File: config.mk
export PLATFORM = sky130hd
export DESIGN_NAME = serial_sub_ctrl
export DESIGN_NICKNAME = d
export VERILOG_FILES = /design/src/rtl/serial_sub_pkg.sv /design/src/rtl/fs_cell.sv /design/src/rtl/serial_sub_ctrl.sv
export SDC_FILE = /design/constraint.sdc
export NUM_CORES = 1
export LEC_CHECK = 0
export CAP_MARGIN = 20
export CORE_MARGIN = 3
export CORE_UTILIZATION = 45
export DETAILED_ROUTE_END_ITERATION = 7
export HOLD_SLACK_MARGIN = 0.08
export PLACE_DENSITY = 0.79
export SLEW_MARGIN = 10
export SYNTH_ARGS = -nofsm -noshare
export SYNTH_HDL_FRONTEND = slang
export SYNTH_SLANG_ARGS = --single-unit
File: constraint.sdc
create_clock -name clk -period 1 [get_ports clk]
set_input_delay 0.2 -clock clk [delete_from_list [all_inputs] [get_ports clk]]
set_output_delay 0.2 -clock clk [all_outputs]
set_load 0.01 [all_outputs]
File: src/rtl/serial_sub_pkg.sv
// Shared definitions for the serial arithmetic controllers (subtract today,
// add/compare later).
//   state_t   : controller FSM state encoding
//   cnt_width : bit-position counter width for an n-bit operand, never below 1
package serial_sub_pkg;

  typedef enum logic [1:0] {
    IDLE  = 2'd0,
    SHIFT = 2'd1,
    DONE  = 2'd2
  } state_t;

  function automatic int unsigned cnt_width(input int unsigned n);
    return (n <= 1) ? 1 : $clog2(n);
  endfunction

endpackage

File: src/rtl/fs_cell.sv
// 1-bit full subtractor: d = x - y - z, bo = borrow-out.
//   x  in  minuend bit
//   y  in  subtrahend bit
//   z  in  borrow-in
//   d  out difference bit
//   bo out borrow-out
module fs_cell (
  input  logic x,
  input  logic y,
  input  logic z,
  output logic d,
  output logic bo
);

  assign d  = x ^ y ^ z;
  assign bo = (~x & y) | (~(x ^ y) & z);

endmodule

File: src/rtl/serial_sub_ctrl.sv
// Bit-serial N-bit subtractor controller. One shared fs_cell is sequenced over
// the operand bits, LSB first, to compute diff = a - b - bin (mod 2^N).
//   clk    in  system clock
//   rst_n  in  synchronous active-low reset
//   start  in  request; accepted only when idle
//   a, b   in  minuend / subtrahend, captured on accepted start
//   bin    in  borrow-in, captured on accepted start
//   diff   out registered result, held until the next completion
//   bout   out registered final borrow-out
//   busy   out high while an operation is in progress
//   done   out one-cycle pulse coincident with the new diff/bout
module serial_sub_ctrl
  import serial_sub_pkg::*;
#(
  parameter int unsigned N = 4
) (
  input  logic         clk,
  input  logic         rst_n,
  input  logic         start,
  input  logic [N-1:0] a,
  input  logic [N-1:0] b,
  input  logic         bin,
  output logic [N-1:0] diff,
  output logic         bout,
  output logic         busy,
  output logic         done
);

  localparam int unsigned CW = cnt_width(N);
  localparam logic [CW-1:0] LAST = CW'(N - 1);

  state_t         state;
  state_t         state_nxt;
  logic [CW-1:0]  cnt;
  logic [N-1:0]   a_sr;
  logic [N-1:0]   b_sr;
  logic [N-1:0]   res_sr;
  logic [N-1:0]   res_nxt;
  logic           brw;
  logic           cell_d;
  logic           cell_bo;
  logic           done_q;

  fs_cell u_cell (
    .x  (a_sr[0]),
    .y  (b_sr[0]),
    .z  (brw),
    .d  (cell_d),
    .bo (cell_bo)
  );

  // State register
  always_ff @(posedge clk) begin
    if (!rst_n) begin
      state <= IDLE;
    end else begin
      state <= state_nxt;
    end
  end

  // Next-state logic
  always_comb begin
    state_nxt = state;
    case (state)
      IDLE:    if (start) state_nxt = SHIFT;
      SHIFT:   if (cnt == LAST) state_nxt = DONE;
      DONE:    state_nxt = IDLE;
      default: state_nxt = IDLE;
    endcase
  end

  // Outputs: busy is a pure state decode; done is registered off the DONE
  // state so it rises together with the diff/bout update.
  always_comb begin
    busy = (state != IDLE);
    done = done_q;
  end

  // New result bit enters at the MSB; written as shift-then-insert so the
  // same expression is valid for N == 1.
  always_comb begin
    res_nxt        = res_sr >> 1;
    res_nxt[N-1]   = cell_d;
  end

  // Datapath: operand/result shift registers, borrow, counter, outputs
  always_ff @(posedge clk) begin
    if (!rst_n) begin
      a_sr   <= '0;
      b_sr   <= '0;
      res_sr <= '0;
      brw    <= 1'b0;
      cnt    <= '0;
      diff   <= '0;
      bout   <= 1'b0;
      done_q <= 1'b0;
    end else begin
      done_q <= (state == DONE);
      case (state)
        IDLE: begin
          if (start) begin
            a_sr   <= a;
            b_sr   <= b;
            res_sr <= '0;
            brw    <= bin;
            cnt    <= '0;
          end
        end
        SHIFT: begin
          res_sr <= res_nxt;
          brw    <= cell_bo;
          a_sr   <= a_sr >> 1;
          b_sr   <= b_sr >> 1;
          cnt    <= cnt + 1'b1;
        end
        DONE: begin
          diff <= res_sr;
          bout <= brw;
        end
        default: ;
      endcase
    end
  end

endmodule

Word-level counts from Yosys, hierarchy flattened
Cells that the tools add are included.

$add $sub $neg: 1. Eq/ne operators: 5. Multiplexer cells: 13. Bitwise logic cells: 7. Reductions and logical operators: 5.

Operator list (number): case mux 4 bit (2 select lines) (3); two-way mux 4 bit (3); case mux 2 bit (2 select lines) (2); two-way mux 2 bit (3); equality test 2 bit (second input constant) (2); inequality test 2 bit (second input constant) (2); AND reduction 2 bit (2); nonzero test 2 bit (2); adder 2 x 1 -> 2 bit (second input constant) (1); bitwise AND 1 bit (2); equality test 2 x 1 -> 1 bit (second input constant) (1); zero test 2 bit (1); NOT 1 bit (2); case mux 1 bit (2 select lines) (1); XOR 1 bit (2); two-way mux 1 bit (1); bitwise OR 1 bit (1).

Register bits: 23. Input port bits: 12. Logic and storage cells: 40.

Logic depth before layout (Yosys ltp)
Gate-level depths: netlist (run 1).

Depth in word-level cells: 5. Mapped depth: 4.

Hierarchy
A second synthesis (run 1) with hierarchy kept.

Cells, all modules: 103. Area, all modules: 975.9 um^2.

By module, submodules not included: serial_sub_ctrl (times used 1, cells an instance 99, area each 944.7 um^2, sequential area each 460.4 um^2); fs_cell (times used 1, cells an instance 4, area each 31.3 um^2, sequential area each 0.0 um^2).

Worst setup path after synthesis (run 1)
Ideal clock, no wire load.

Path type: reg2reg. From: register brw. To: register brw. Setup time: 0.060 ns. Data arrival time: 1.084 ns. Data required time: 0.940 ns. Setup slack: -0.144 ns. Cell stages (with the launch flop): 5. Path buffers: 0. Clock period less this slack: 1.144 ns. Cells stage by stage: dfxtp_1 inv_1 fa_1 a21oi_1 o221a_1.

Cells in the longest elaborated chain, start to end: 3.

Ends and longest elaborated chain: start, declared (line serial_sub_ctrl.sv:39) `logic brw;`; start signal, assigned (line serial_sub_ctrl.sv:105) `brw <= bin;`; start signal, assigned (line serial_sub_ctrl.sv:111) `brw <= cell_bo;`; bitwise AND 1 bit (line fs_cell.sv:16) `assign bo = (~x & y) | (~(x ^ y) & z);`; bitwise OR 1 bit (line fs_cell.sv:16); case mux 1 bit (2 select lines) (line serial_sub_ctrl.sv:99) `case (state)`.

Every way passes these cells. A chain may end at the register's enable or synchronous reset.

Final worst setup path (run 1)
From: register state[1]. To: output port busy.

Cells in the longest elaborated chain, start to end: 1.

Ends and longest elaborated chain: start, declared (line serial_sub_ctrl.sv:32) `state_t state;`; start signal, assigned (line serial_sub_ctrl.sv:57) `state <= state_nxt;`; nonzero test 2 bit (line serial_sub_ctrl.sv:75) `busy = (state != IDLE);`; end, declared (line serial_sub_ctrl.sv:25) `output logic busy,`.

Every way passes these cells.

==> impl_results.md, run 1 <==
- Status: finished, violations left
- Failing checks: negative setup slack
- Pwr per Cell Area: about 1200 nW/µm²
- Startpoint Class: register
- Slew @ Worst Pin: 0.263 ns
- Via count: 869
- Worst-path clk slew: between 0.1 and 0.15 ns
- Number of distinct library cells after synthesis: 28
- IR drop worst, VDD: ~0.00090 V
- Post-DP HPWL: roughly 1600 µm
- First-pass GRT wire length: ~3700 µm
- Cell Rows: 16
- Slew Limit Fails: 0
- Switch share: a little over a quarter
- Combinational share of power: a little over a fifth
- HP Class: in2reg
- Post-route ant nets: 0
- DR WL/cell: 16.4 µm
- Antenna cells: 0
- Sequential group share of total power: approximately 54%
- Largest net degree at the start of global routing: 14
- CP endpoint kind: output pin
- CTS Buf Count: 3
- Syn_area_per_cell: 10.2 µm²
- Post-synth top area share: between 40 and 50%
- Fin crit share: 123%
- Yosys reg bits: 23
- Pleak: 0.619 nW
- R2R Setup Slk: -0.18 ns
- Register area share after synthesis: 46.2%
- Vias per inst: 5.20
- Layout cell share with drive strength beyond 1: 53.6%
- Top cells by area, synth: dfxtp_1 46%, mux2i_1 9.0%, a211oi_2 3.8%
- Initial DRT Pass Iterations: 4
- Area after DPL: between 1000 and 1500 µm²
- Chip width: ~53 µm
- Fin crit period: approximately 1.2 ns
- Post-route cell area: about 1600 µm²
- Area Growth Syn to Fin: 57.8%
- CP arrival: about 1 ns
- Final Hold Viols: 0
- Syn Inst Count: a little under 100
- Iteration-0 DRC Markers: 11
- Total grt overflow: 0
- RSZ-0062 raised after global routing: yes
- Critical path class: reg2out
- Post-place setup slack: -0.372 ns
- CTS tree: built
- Clock Latency Late Sink: 0.32 ns
- Fill cells: 120
- # setup viols final: 20
- GRT Resource Usage Total: roughly a fifth
- Routability Congestion: ~0.8
- Initial Util: about half
- Die area: ~2800 µm²
- Initial antenna violation count: 0
- H-tree Lvls: 1
- DRC violations left: 0
- WP data required: approximately 0.80 ns
- Total length of routed wires: roughly 2700 µm
- FMAX: around 810 MHz
- Chip height: roughly 53 µm
- Synth area leader: dfxtp_1
- Worst Path Max Fanout: 2
- Final WS setup: -0.231 ns
- Util after Layout: 77.8%
- IO Port Bufs: 18
- Top Ports: 19
- Nets: approximately 160
- Internal power: around 1.3 mW
- Clock sink count: 23
- Clock root cell: clkbuf_4
- Mapped cell area: around 1000 µm²
- Total power: 1.84 mW
- Fin Clk Skew: between 0.001 and 0.0015 ns
- CORE AREA: between 2000 and 2500 µm²
- Syn_nets: around 110
- Yosys warnings: 0
- Max clock buf depth: 2
- Clock Power Share: between 20% and 30%
- Sw power: between 0.5 and 0.6 mW
- Vias in the first global route: around 800
- Max_cap viols: 0
- Slew Limit Headroom: 82.5%
[Yosys cell counts]
library cell  number
clkbuf_1           2
a211oi_2           3
nor3_2             2
nor3_1             3
nand2b_1           1
ha_1               1
mux2i_1            9
o21ai_0            3
nand4bb_1          2
nor2b_1            1
buf_2              1
o21ba_4            1
inv_1              4
or2_1              1
buf_6              2
dfxtp_1           23
nor3b_1            5
o221a_1            1
a21oi_1            3
o21ai_1            2
nand2_1            7
and2_1             1
nor2_1            10
o22ai_1            5
buf_4              1
fa_1               1
mux2_2             1
nor3b_2            2
[cell usage in the layout (no fill, tap or decap), drive strengths merged, types with 2 or more instances in the layout]
cell type	n
clkdlybuf4s50	10
clkbuf	3
o22ai	5
inv	4
a21oi	3
a211oi	3
o21ba	2
nand4bb	2
mux2i	9
nor2	10
nand2	7
o21ai	5
nor3b	7
nor3	5
dfxtp	23
buf	32
[metal layers]
layer	vias up	wire [µm]	track usage (%)
li1	428	-	-
met3	11	89	1.69
met2	29	1320	34.5
met1	401	1230	21.2
met5	-	0	0
met4	0	102	8.94
[power groups by stage]
stage	combinational, mW	clock, mW	sequential [mW]
global route	0.430	0.497	0.996
finish	0.404	0.446	0.991
CTS	0.335	0.437	0.986
floorplan	0.164	0	1.00
global placement	0.294	0	1.00
detailed placement	0.305	0	1.01
[kinds of logic after synthesis]
| kind of cell | share of synthesized area, % |
|---|---|
| and+or+nand+nor | 21.0 |
| DFF | 46.2 |
| AOI/OAI and AO/OA | 13.7 |
| buffers and inverters | 5.77 |
| muxes | 10.2 |
| adders and majority gates | 3.26 |
[layout make-up]
cell class | instances | area, µm² | area share [%]
multi-input combinational | 66 | 609 | 38.7
timing repair buffer | 43 | 417 | 26.5
tap | 27 | 33.8 | 2.15
inverter | 4 | 15.0 | 0.954
sequential | 23 | 472 | 30.0
clock buffer | 3 | 22.5 | 1.43
clock inverter | 1 | 5.00 | 0.318
[registers in the layout, indices dropped and copies added, names as in the netlist]
| signal | flops |
|---|---|
| diff | 4 |
| a_sr | 4 |
| brw | 1 |
| bout | 1 |
| b_sr | 4 |
| state | 2 |
| cnt | 2 |
| res_sr | 4 |
| done | 1 |
[stage by stage]
stage | hold slack, ns | cells | TNS [ns]
after floorplan | 0.344 | 98 | -0.245
after global placement | 0.461 | 155 | -5.82
after detailed placement | 0.477 | 155 | -6.38
after CTS | 0.461 | 163 | -2.48
after global routing | 0.453 | 167 | -3.10
final | 0.447 | 167 | -1.83
[repair_timing]
action / CTS / global route
cloned: 1 / 0
pin swaps: 5 / 6
hold buffers: 0 / 0
setup endpoints to repair: 29 / 28
gates resized for setup: 42 / 30
buffers inserted: 3 / 5
[worst paths after layout]
check                              from              endpoint  depth (start not counted)
hold reg to reg     cnt[1]$_SDFFE_PN0P_   cnt[1]$_SDFFE_PN0P_                          2
hold / removal                    start  a_sr[3]$_SDFFE_PN0P_                          4
setup / recovery  state[1]$_SDFFE_PN0P_                  busy                          2
setup reg to reg  state[1]$_SDFFE_PN0P_  diff[2]$_SDFFE_PN0P_                          5
[critical path, stage by stage, from the launching register on]
cell and delay [ns]:
dfxtp_2 0.35, or2_4 0.25, buf_6 0.12
Power figures use the tool's default switching activity.
==> run 2, diff against run 1 <==
--- a/config.mk
+++ b/config.mk
@@ -9,8 +9,8 @@
 export CORE_MARGIN = 3
 export CORE_UTILIZATION = 45
 export DETAILED_ROUTE_END_ITERATION = 7
-export HOLD_SLACK_MARGIN = 0.08
-export PLACE_DENSITY = 0.79
+export HOLD_SLACK_MARGIN = 0.03
+export PLACE_DENSITY = 0.82
 export SLEW_MARGIN = 10
 export SYNTH_ARGS = -nofsm -noshare
 export SYNTH_HDL_FRONTEND = slang
==> run 2 against run 1 <==
The run still ends with negative setup slack left. Core utilization down 3.9 points. Sequential power shrank 0.5%. Critical path depth stayed put. Die area is the same. Register-to-register slack got worse by 0.02 ns. Combinational power is 11% lower. Critical path type unchanged.
==> impl_results.md, run 2 (synthesis results as in run 1) <==
- Clock root cell: clkbuf_4
- Commonest non-fill, non-tap cell in the layout: buf_6
- Startpoint Class: register
- Fill cells: 127
- Final Hold Viols: 0
- WP data required: 0.80 ns
- # setup viols final: 21
- H-tree Lvls: 1
- Iteration-0 DRC Markers: 13
- Total length of routed wires: 2440 µm
- Chip width: about 53 µm
- Area Growth Syn to Fin: 49.9%
- Nets: approximately 150
- CP Launch Point: state[0]$_SDFFE_PN0P_
- Total power: 1.76 mW
- Fin crit share: 123%
- Post-DP HPWL: roughly 1600 µm
- IO Port Bufs: 18
- Largest net degree at the start of global routing: 15
- Util after Layout: 73.9%
- Max_cap viols: 0
- CTS tree: built
- CP arrival: roughly 1 ns
- Chip height: 53.1 µm
- Combinational share of power: roughly a fifth
- Vias per inst: approximately 5
- HP Class: reg2reg
- First-pass GRT wire length: about 3800 µm
- Layout cell share with drive strength beyond 1: a little under half
- CORE AREA: slightly above 2000 µm²
- Worst Path Max Fanout: 2
- Antenna cells: 0
- GRT Resource Usage Total: between 10% and 20%
- Fin Clk Skew: between 0.0015 and 0.002 ns
- Initial antenna violation count: 0
- RSZ-0062 raised after global routing: yes
- Max clock buf depth: 2
- Final WS setup: -0.228 ns
- Cell Rows: 16
- Post-route ant nets: 0
- Clock Power Share: a little under a quarter
- R2R Setup Slk: -0.20 ns
- Launch point of the worst reg-to-reg path: state[0]$_SDFFE_PN0P_
- Sw power: roughly 0.45 mW
- Initial DRT Pass Iterations: 4
- Slew Limit Fails: 0
- Switch share: between 20% and 30%
- Min-delay src: cnt[1]$_SDFFE_PN0P_
- Worst-path clk slew: ~0.12 ns
- CTS Buf Count: 3
- DRC violations left: 0
- Vias in the first global route: 849
- Top Ports: 19
- Clock Latency Late Sink: 0.30 ns
- CP endpoint kind: output pin
- IR drop worst, VDD: 0.000853 V
- Critical path class: reg2out
- Fin crit period: about 1.2 ns
- Total grt overflow: 0
- Via count: 850
- Failing checks: negative setup slack
- Slew @ Worst Pin: between 0.4 and 0.5 ns
- Slew Limit Headroom: approximately two thirds
- WHS: 0.486 ns
- Most frequent cells in the layout: 16 x buf_6, 14 x buf_4, 13 x dfxtp_1
- Sequential group share of total power: 55.9%
- Fin Setup TNS: -3.17 ns
- Clock sink count: 23
- Internal power: ~1.3 mW
- Die area: about 2800 µm²
- Initial Util: approximately 50%
- DR WL/cell: 14.7 µm
- Routability Congestion: just under 0.8
- Pleak: between 0.5 and 0.6 nW
- FMAX: about 810 MHz
- Status: finished, violations left
- Pwr per Cell Area: roughly 1200 nW/µm²
## run 2: area by class of cell
type	count	area (µm²)	area share [%]
Clock buffer	3	22.5	1.51
Clock inverter	1	5.00	0.335
Inverter	4	15.0	1.00
Multi-Input combinational cell	66	547	36.6
Sequential cell	23	473	31.6
Tap cell	27	33.8	2.26
Timing Repair Buffer	42	399	26.7
## run 2: layer usage
layer | vias up | global-route usage, % | part of all wire (%)
met5 | - | 0 | 0
met1 | 401 | 21.0 | 44
li1 | 428 | - | -
met2 | 19 | 34.3 | 53
met4 | 0 | 5.11 | 0.70
met3 | 2 | 2.54 | 3.0
## run 2: through the flow
stage / std cells / worst slack [ns] / cell area (µm²)
2_1_floorplan: 98 / -0.0821 / 1020
3_3_place_gp: 153 / -0.330 / 1300
3_5_place_dp: 153 / -0.374 / 1300
4_1_cts: 162 / -0.234 / 1370
5_1_grt: 166 / -0.265 / 1500
6_report: 166 / -0.228 / 1500
## run 2: what timing repair did
action | in CTS | in global routing
endpoints found under the hold margin | 0 | 0
pin swaps | 1 | 5
gates cloned | 1 | 1
hold buffers | 0 | 0
resized for setup | 39 | 24
setup buffers | 4 | 4
setup endpoints to repair | 28 | 30
## run 2: path summary, 6_finish.rpt
kind                                             end  depth (start not counted)
worst max-delay path                            busy                          2
worst max register to register  b_sr[0]$_SDFFE_PN0P_                          5
worst min register to register   cnt[1]$_SDFFE_PN0P_                          2
worst min-delay path             cnt[1]$_SDFFE_PN0P_                          2
## run 2: power groups by stage
stage	clock, mW	sequential (mW)	combinational [mW]
after floorplan	0	1.00	0.164
after global placement	0	1.00	0.277
after detailed placement	0	1.00	0.287
after CTS	0.436	0.984	0.314
after global routing	0.473	0.992	0.387
final	0.418	0.986	0.359
## run 2: worst max-delay path, stage by stage (launching register included)
cell and delay (ns):
dfxtp_2 0.35, or2_4 0.25, buf_6 0.12
